## src/rtl/mealy_dec_pkg.sv

```systemverilog
// Shared types and decode constants for the mealy_dec state machine.
// The seven output codes are named by (state, in) so the decoder table reads directly.
package mealy_dec_pkg;

  typedef enum logic [1:0] {
    S_A = 2'b00,
    S_B = 2'b01,
    S_C = 2'b10,
    S_D = 2'b11
  } state_t;

  typedef logic [2:0] out_t;

  // D produces the same code for both input values, hence only seven entries
  localparam out_t OUT_A0 = 3'b111;
  localparam out_t OUT_A1 = 3'b101;
  localparam out_t OUT_B0 = 3'b001;
  localparam out_t OUT_B1 = 3'b011;
  localparam out_t OUT_C0 = 3'b000;
  localparam out_t OUT_C1 = 3'b100;
  localparam out_t OUT_D  = 3'b110;

endpackage

```

## src/rtl/mealy_out_dec.sv

```systemverilog
// Clockless Mealy output decoder: out is a pure function of the current state and in.
module mealy_out_dec
  import mealy_dec_pkg::*;
(
  input  logic [1:0] state,
  input  logic       in,
  output logic [2:0] out
);

  out_t out_s;

  // Full (state, in) table; every encoding is legal so nothing decodes to X
  always_comb begin
    out_s = OUT_A0;
    case (state_t'(state))
      S_A:     out_s = in ? OUT_A1 : OUT_A0;
      S_B:     out_s = in ? OUT_B1 : OUT_B0;
      S_C:     out_s = in ? OUT_C1 : OUT_C0;
      S_D:     out_s = OUT_D;
      default: out_s = OUT_A0;
    endcase
  end

  assign out = out_s;

endmodule

```

## src/rtl/mealy_dec.sv

```systemverilog
// Four-state Mealy machine: registered state with asynchronous reset, plus a
// combinational output decoder so out reacts to in within the same cycle.
module mealy_dec
  import mealy_dec_pkg::*;
#(
  parameter logic [1:0] RESET_STATE = 2'b00
) (
  input  logic       clk,
  input  logic       rst_n,
  input  logic       in,
  output logic [1:0] state,
  output logic [2:0] out
);

  state_t state_r;

  // State register and next-state table; reset drops any pending transition
  always_ff @(posedge clk or negedge rst_n) begin
    if (!rst_n) begin
      state_r <= state_t'(RESET_STATE);
    end else begin
      case (state_r)
        S_A:     state_r <= in ? S_C : S_B;
        S_B:     state_r <= in ? S_D : S_C;
        S_C:     state_r <= in ? S_A : S_D;
        S_D:     state_r <= in ? S_D : S_A;
        default: state_r <= state_t'(RESET_STATE);
      endcase
    end
  end

  assign state = state_r;

  mealy_out_dec u_out_dec (
    .state (state_r),
    .in    (in),
    .out   (out)
  );

endmodule

```

## config.mk

```make
export PLATFORM = sky130hd
export DESIGN_NAME = mealy_dec
export DESIGN_NICKNAME = d
export VERILOG_FILES = /design/src/rtl/mealy_dec_pkg.sv /design/src/rtl/mealy_out_dec.sv /design/src/rtl/mealy_dec.sv
export SDC_FILE = /design/constraint.sdc
export NUM_CORES = 1
export LEC_CHECK = 0
export CORE_AREA = 2 2 39 41
export DETAILED_ROUTE_END_ITERATION = 8
export DIE_AREA = 0 0 41 43
export GPL_TIMING_DRIVEN = 1
export PLACE_DENSITY = 0.34
export SETUP_SLACK_MARGIN = 0.5
export SYNTH_ARGS = -nofsm -noshare
export SYNTH_HDL_FRONTEND = slang
export SYNTH_SLANG_ARGS = --single-unit
```

## constraint.sdc

```tcl
create_clock -name clk -period 1.05 [get_ports clk]
set_input_delay 0.105 -clock clk [delete_from_list [all_inputs] [get_ports clk]]
set_output_delay 0.105 -clock clk [all_outputs]
set_load 0.02 [all_outputs]
```

Yosys cells after proc, flatten, opt, wreduce, memory -nomap -nowiden --
Index checks and enable logic that the tools add are counted.
Storage, ports and cells: register bits after elaboration 2, input bits 3, output and inout port bits 5, logic and storage cells 14
Cells by class: eq/ne operators 3, multiplexer cells 9, reductions and logical operators 1
Operator list (number):
- 3-bit one-hot mux with 4 select lines | 1
- 2-bit two-way mux | 5
- 2-bit one-hot mux with 4 select lines | 1
- 2-bit equality test (second input constant) | 2
- 3-bit two-way mux | 1
- 2-bit by 1-bit equality test with 1-bit output (second input constant) | 1
- 2-bit logical NOT | 1
- 1-bit two-way mux | 1

Longest topological paths before layout --
Gate-level depths: netlist (run 1).
word-level depth 2, depth in mapped cells 2, depth with buffers taken out 2

Hierarchy --
Synthesis (run 1) repeated with hierarchy kept, for this count alone.
Unflattened totals: cell total of the unflattened synthesis 10, area, all modules 105.1 um2
By module, submodules not included:
- mealy_dec | times used 1, cells an instance 5, area an instance 76.3 um2, seq. area each 50.0 um2
- mealy_out_dec | times used 1, cells an instance 5, area an instance 28.8 um2, seq. area each 0.0 um2

Least setup slack after synthesis (run 1) --
Ideal clock, no wire load.
path kind reg2out, from reg state_r[1] (netlist: state[1]), to out out[2], arrival 1.033 ns, data required time 0.945 ns, setup slack -0.088 ns, cell stages (with the launch flop) 3, path buffers 0, path through dfrtp_1 > inv_1 > a21oi_1
Between the ends: word-level cells in the longest chain between the ends 2, elaborated cells on any way between the ends 5, classes of those cells eq/ne (3); mux (1); reduce/logical (1)
RTL lines:
- from (decl) | RTL line mealy_dec.sv:15 | state_t state_r;
- from (signal assigned) | RTL line mealy_dec.sv:20 | state_r <= state_t'(RESET_STATE);
- from (signal assigned) | RTL line mealy_dec.sv:23 | S_A: state_r <= in ? S_C : S_B;
- from (signal assigned) | RTL line mealy_dec.sv:24 | S_B: state_r <= in ? S_D : S_C;
- 2-bit equality test, or another cell as far along | RTL line mealy_out_dec.sv:15 | case (state_t'(state))
- 3-bit one-hot mux with 4 select lines (*) | RTL line mealy_out_dec.sv:15
- to (decl) | RTL line mealy_dec.sv:12 | output logic [2:0] out
Mark *: on every way between the ends. The rest lies on a longest branch, timed or not.

Final worst setup path (run 1) --
from reg state_r[1] (netlist: state[1]), to out out[1]
Same word-level chain as after synthesis.

==> results.py, run 1 <==
metrics = {
    "clock_tree": {
        "cts_root_buffer": "clkbuf_4",
        "clk-insertion-delay-late_ns": 0.22,
        "cts_tree": "built",
        "clkTransAtPathRegs_ns": 0.03,
        "cts.sinks": 2,
        "cts_buffers": 3,
        "clk_path_buf_depth": 2,
        "htreeDepth": 1,
    },
    "power": {
        "power.share.clock": 0.120,
        "comb_power_share": 0.736,
        "p_per_area_nw_per_um2": 3770,
        "peakVddDrop_uv": 998,
        "p_switching_w": 0.000526,
        "leakage_nw": 0.161,
        "pwr-share-seq": 0.143,
        "p_int_w": 0.000846,
        "swShare": 0.383,
    },
    "placement": {
        "io_buffers": 7,
        "hpwl_um": 316,
        "pre_cts_ws_ns": -0.643,
        "place.gp.congestion": 0.592,
    },
    "floorplanning": {
        "initial_core_util": 0.0769,
        "core_area_sq_um": 1380,
        "io_pins": 8,
        "die_w_um": 41,
        "rows": 14,
        "die_h_um": 43,
        "die_area_sq_um": 1760,
    },
    "cells_and_area": {
        "n_antenna_cell": 0,
        "largest_reg_flops": 2,
        "layout_common_cells": "buf_4 (9), buf_6 (5), clkbuf_4 (3)",
        "drive_gt1_frac": 0.931,
        "num-fill-cells": 150,
        "fin_util": 0.263,
        "regArea_sq_um": 52.6,
        "syn_to_final_growth_pct": 242,
        "multiInputGateArea_sq_um": 116,
        "layout_commonest_cell": "buf_4",
        "nets": 34,
    },
    "yosys": {
        "avgSynthCellArea_sq_um": 10.6,
        "synth_cells": 10,
        "synth_seq_cells": 2,
        "ys_types": 7,
        "yosys-top-cells-area": "dfrtp_1 (47%), xnor2_1 (16%), a2bb2oi_2 (14%)",
        "synth_top_area_cell": "dfrtp_1",
        "synth_top_area_share": 0.471,
        "ys_warn_count": 0,
        "yosysSeqAreaShare": 0.471,
        "synth_fp_nets": 13,
        "netlist_area_sq_um": 106,
    },
    "timing": {
        "max_freq_mhz": 861,
        "finalHoldViolCount": 0,
        "slew_headroom": 0.838,
        "finalSetupViolCount": 4,
        "skew_ns": 0.00111,
        "fin_ws_ns": -0.112,
        "max_slew.worst_pin.slew_ns": 0.243,
        "rsz0062_at_grt": "yes",
        "hold-worst-slack_ns": 0.0576,
        "setup_tns_ns": -0.286,
        "period_share": 1.11,
        "finalCriticalPeriod_ns": 1.16,
        "slew_viol_final": 0,
    },
    "drt": {
        "drc": 0,
        "routedWlPerCell_um": 8.73,
        "ant_nets": 0,
        "drt-total-wl_um": 393,
        "avgViaCountPerCell": 3.24,
        "first_iter_violations": 0,
        "drtPass1Iterations": 1,
        "num_vias": 146,
    },
    "setup_path": {
        "r2r_cells": 3,
        "rr_endpoint": "state[1]",
        "endpoint_kind": "primary output",
        "rrSetupSlack_ns": 0.07,
        "critPathLaunchType": "flop",
        "endpoint": "out[1]",
        "cp_max_fo": 4,
        "reg2reg_from": "state[0]",
        "required_ns": 0.94,
        "worst-setup-path-type": "flop to primary output",
        "cp-startpoint": "state[1]",
        "worstPathArrival_ns": 1.06,
    },
    "grt": {
        "grt_pass1_vias": 164,
        "antenna_found_initial": 0,
        "overflow": 0,
        "grt_max_degree": 5,
        "grt_first_pass_wirelength_um": 669,
        "grt_usage": 0.0633,
    },
    "run_status": {
        "status": "finished with violations",
        "violations": "negative setup slack",
    },
    "min_path": {
        "hp-class": "input pin to asynchronous set/reset pin",
    },
    "job": {
        "cap_violations": 0,
    },
}
area by class of cell:
class / instances / share of cell area
inverters: 2 / 0.0275
repair buffers: 16 / 0.392
multi-input cells: 6 / 0.320
flip-flops and latches: 2 / 0.144
clock buffers: 3 / 0.0619
well taps: 16 / 0.0550
cells in the mapped netlist:
master     number
nor3b_1         1
inv_1           2
a2bb2oi_2       1
xnor2_1         2
nor2_1          1
a21oi_1         1
dfrtp_1         2
cells by family after synthesis:
kind of cell,count (synthesis),share of synthesized area
compound gates,2,0.188
buf+inv,2,0.0706
flops,2,0.471
simple gates,2,0.106
xor+xnor,2,0.165
worst min path at each step:
stage,endpoint,slack (ns),cells past startpoint
finish,state[1],0.06,1
global route,state[1],0.06,1
CTS,state[1],0.05,1
detailed placement,state[1],0.29,1
global placement,state[0],0.28,1
floorplan,state[0],-0.19,0
what timing repair did:
item,CTS,global route
setup buffers,2,1
setup endpoints to repair,7,7
hold buffers,0,0
pin swaps,3,1
gates resized for setup,27,6
gates cloned,0,0
critical path, cell delays in order (launching register included):
cell     delay, ns
dfrtp_2       0.43
nor2_4        0.15
xnor2_4       0.13
buf_6         0.13
through the flow:
stage / instance area (sq um) / total power, W / cells
final: 364 / 0.00137 / 45
after global routing: 364 / 0.00147 / 45
after CTS: 350 / 0.00134 / 44
after detailed placement: 300 / 0.00106 / 39
after global placement: 300 / 0.00105 / 39
after floorplan: 165 / 0.000663 / 10
routing by layer:
layer	global-route usage	wire length [um]
met5	0	0
met3	0.0524	66
met2	0.0688	177
met1	0.0707	149
met4	0.0600	0
power groups by stage:
stage	combinational [W]	sequential, W	clock, W
finish	0.00101	0.000197	0.000165
global route	0.00108	0.000203	0.000184
CTS	0.000972	0.000195	0.000177
detailed placement	0.000853	0.000209	0
global placement	0.000850	0.000205	0
floorplan	0.000405	0.000258	0
Power figures use the tool's default switching activity.
==> run 2: changes to the inputs <==
--- a/config.mk
+++ b/config.mk
@@ -5,11 +5,12 @@
 export SDC_FILE = /design/constraint.sdc
 export NUM_CORES = 1
 export LEC_CHECK = 0
+export ABC_AREA = 1
 export CORE_AREA = 2 2 39 41
 export DETAILED_ROUTE_END_ITERATION = 8
 export DIE_AREA = 0 0 41 43
 export GPL_TIMING_DRIVEN = 1
-export PLACE_DENSITY = 0.34
+export PLACE_DENSITY = 0.35
 export SETUP_SLACK_MARGIN = 0.5
 export SYNTH_ARGS = -nofsm -noshare
 export SYNTH_HDL_FRONTEND = slang
==> run 2 against run 1 <==
Compared with the run above: the run still ends with negative setup slack left; sequential power hardly changed; wire length is 17% higher; largest cell class unchanged; flip-flop and latch count stayed put; die area stayed put; hold slack worse by 0.0086 ns; worst setup slack worse by 0.0074 ns; largest power group unchanged; clock power hardly changed; area after synthesis is 9.4% higher; first-iteration DRC count is 1 higher; via count is 17% higher; synthesized cell count is 50% higher; global-route usage is 0.10 points higher; critical path type unchanged.
==> results.py, run 2 <==
metrics = {
    "drt": {
        "ant_nets": 0,
        "routedWlPerCell_um": 9.02,
        "drtPass1Iterations": 2,
        "num_vias": 171,
        "drt-total-wl_um": 460,
        "first_iter_violations": 1,
        "met1_length_um": 142,
        "met3_length_um": 49,
        "drc": 0,
        "top_layer": "met4",
        "avgViaCountPerCell": 3.35,
        "wl_met2_um": 262,
    },
    "clock_tree": {
        "cts.sinks": 2,
        "cts_root_buffer": "clkbuf_4",
        "htreeDepth": 1,
        "cts_tree": "built",
        "clk_path_buf_depth": 2,
        "clk-insertion-delay-late_ns": 0.22,
        "cts_buffers": 3,
        "clkTransAtPathRegs_ns": 0.03,
    },
    "cells_and_area": {
        "layout_common_cells": "buf_4 (10), buf_6 (5), clkbuf_4 (3)",
        "layout_commonest_cell": "buf_4",
        "n_antenna_cell": 0,
        "drive_gt1_frac": 0.800,
        "largest_reg_flops": 2,
        "regArea_sq_um": 52.6,
        "nets": 40,
        "syn_to_final_growth_pct": 186,
        "num-fill-cells": 152,
        "multiInputGateArea_sq_um": 73.8,
    },
    "yosys": {
        "avgSynthCellArea_sq_um": 7.76,
        "synth_edf_count": 0,
        "synth_seq_cells": 2,
        "ys_warn_count": 0,
        "synth_top_area_share": 0.430,
        "synth_fp_nets": 18,
        "synth_common_cells": "nand2_1 (4), dfrtp_1 (2), inv_1 (2), nand3_1 (2)",
        "ys_types": 9,
        "synth_top_area_cell": "dfrtp_1",
        "netlist_area_sq_um": 116,
        "yosysSeqAreaShare": 0.430,
        "yosys-top-cells-area": "dfrtp_1 (43%), nand2_1 (13%), nand3_1 (8.6%)",
        "post-synth-top-count-cell": "nand2_1",
        "synth_cells": 15,
        "synth_flop_cell": "dfrtp_1",
        "async_flop_share": 1.00,
    },
    "floorplanning": {
        "rows": 14,
        "die_h_um": 43,
        "io_pins": 8,
        "die_area_sq_um": 1760,
        "die_w_um": 41,
        "core_area_sq_um": 1380,
        "initial_core_util": 0.0841,
    },
    "setup_path": {
        "reg2reg_from": "state[1]",
        "worst-setup-path-type": "flop to primary output",
        "worstPathArrival_ns": 1.06,
        "cp-startpoint": "state[0]",
        "r2r_cells": 6,
        "endpoint": "out[2]",
        "critPathLaunchType": "flop",
        "rrSetupSlack_ns": 0.01,
        "cp_max_fo": 4,
        "rr_endpoint": "state[1]",
        "endpoint_kind": "primary output",
        "required_ns": 0.94,
    },
    "grt": {
        "overflow": 0,
        "grt_pass1_vias": 176,
        "grt_usage": 0.0643,
        "antenna_found_initial": 0,
        "grt_max_degree": 5,
        "grt_first_pass_wirelength_um": 662,
    },
    "power": {
        "power_w": 0.00123,
        "p_per_area_nw_per_um2": 3700,
        "leakage_nw": 0.169,
        "peakVddDrop_uv": 570,
    },
    "timing": {
        "rsz0062_at_grt": "yes",
        "skew_ns": 0.00136,
        "finalSetupViolCount": 3,
        "finalCriticalPeriod_ns": 1.17,
        "fin_ws_ns": -0.119,
        "hold-worst-slack_ns": 0.0490,
        "max_slew.worst_pin.slew_ns": 0.131,
        "finalHoldViolCount": 0,
        "slew_headroom": 0.913,
        "max_freq_mhz": 855,
        "period_share": 1.11,
        "slew_viol_final": 0,
    },
    "placement": {
        "io_buffers": 7,
        "hpwl_um": 319,
        "place.gp.congestion": 0.541,
        "pre_cts_ws_ns": -0.553,
    },
    "job": {
        "cap_violations": 0,
    },
    "run_status": {
        "violations": "negative setup slack",
        "status": "finished with violations",
    },
    "min_path": {
        "hp-class": "input pin to asynchronous set/reset pin",
    },
}
==> run 2: how the worst min path moves through the flow <==
stage / cells after the start / end
after floorplan: 0 / state[0]
after global placement: 1 / state[1]
after detailed placement: 1 / state[0]
after CTS: 1 / state[1]
after global routing: 1 / state[1]
final: 1 / state[1]
==> run 2: per-layer routing <==
layer,vias to the layer above,global-route usage
li1,87,-
met1,74,0.0547
met2,8,0.0906
met3,2,0.0314
met4,0,0.0800
met5,-,0
==> run 2: final cells by class <==
type                       instances  area share
timing repair buffer              17       0.451
multi-input combinational         10       0.222
inverter                           3      0.0414
sequential                         2       0.158
tap                               16      0.0602
clock buffer                       3      0.0677
==> run 2: logic make-up after synthesis <==
logic type	count (synthesis)	synth area share
and+or+nand+nor	8	0.355
buffers and inverters	3	0.0968
xor gates and xnor gates	1	0.0753
AOI/OAI and AO/OA	1	0.0430
DFF	2	0.430
==> run 2: where the power goes <==
part	switching [W]	leakage (nW)	internal (W)
clock	0.0000417	0.0138	0.000126
sequential	0.0000692	0.0210	0.000126
combinational	0.000371	0.134	0.000497
total	0.000482	0.169	0.000749
==> run 2: critical path, stage by stage (launching register included) <==
cell,delay [ns]
dfrtp_2,0.43
inv_2,0.09
nand3_2,0.07
and2_4,0.14
buf_6,0.12
==> run 2: timing repair <==
action,CTS,global route
endpoints found under the hold margin,0,0
cloned,0,0
setup endpoints to repair,7,7
setup buffers,4,1
gates resized for setup,29,4
pin swaps,1,1
hold buffers,0,0
==> run 2: metrics by stage <==
| step | setup TNS (ns) | cell area (sq um) | instances | util |
|---|---|---|---|---|
| finish | -0.248 | 333 | 51 | 0.241 |
| global route | -0.454 | 333 | 51 | 0.241 |
| CTS | -0.302 | 308 | 50 | 0.222 |
| detailed placement | -1.54 | 256 | 43 | 0.185 |
| global placement | -1.49 | 256 | 43 | 0.185 |
| floorplan | 0 | 129 | 15 | - |
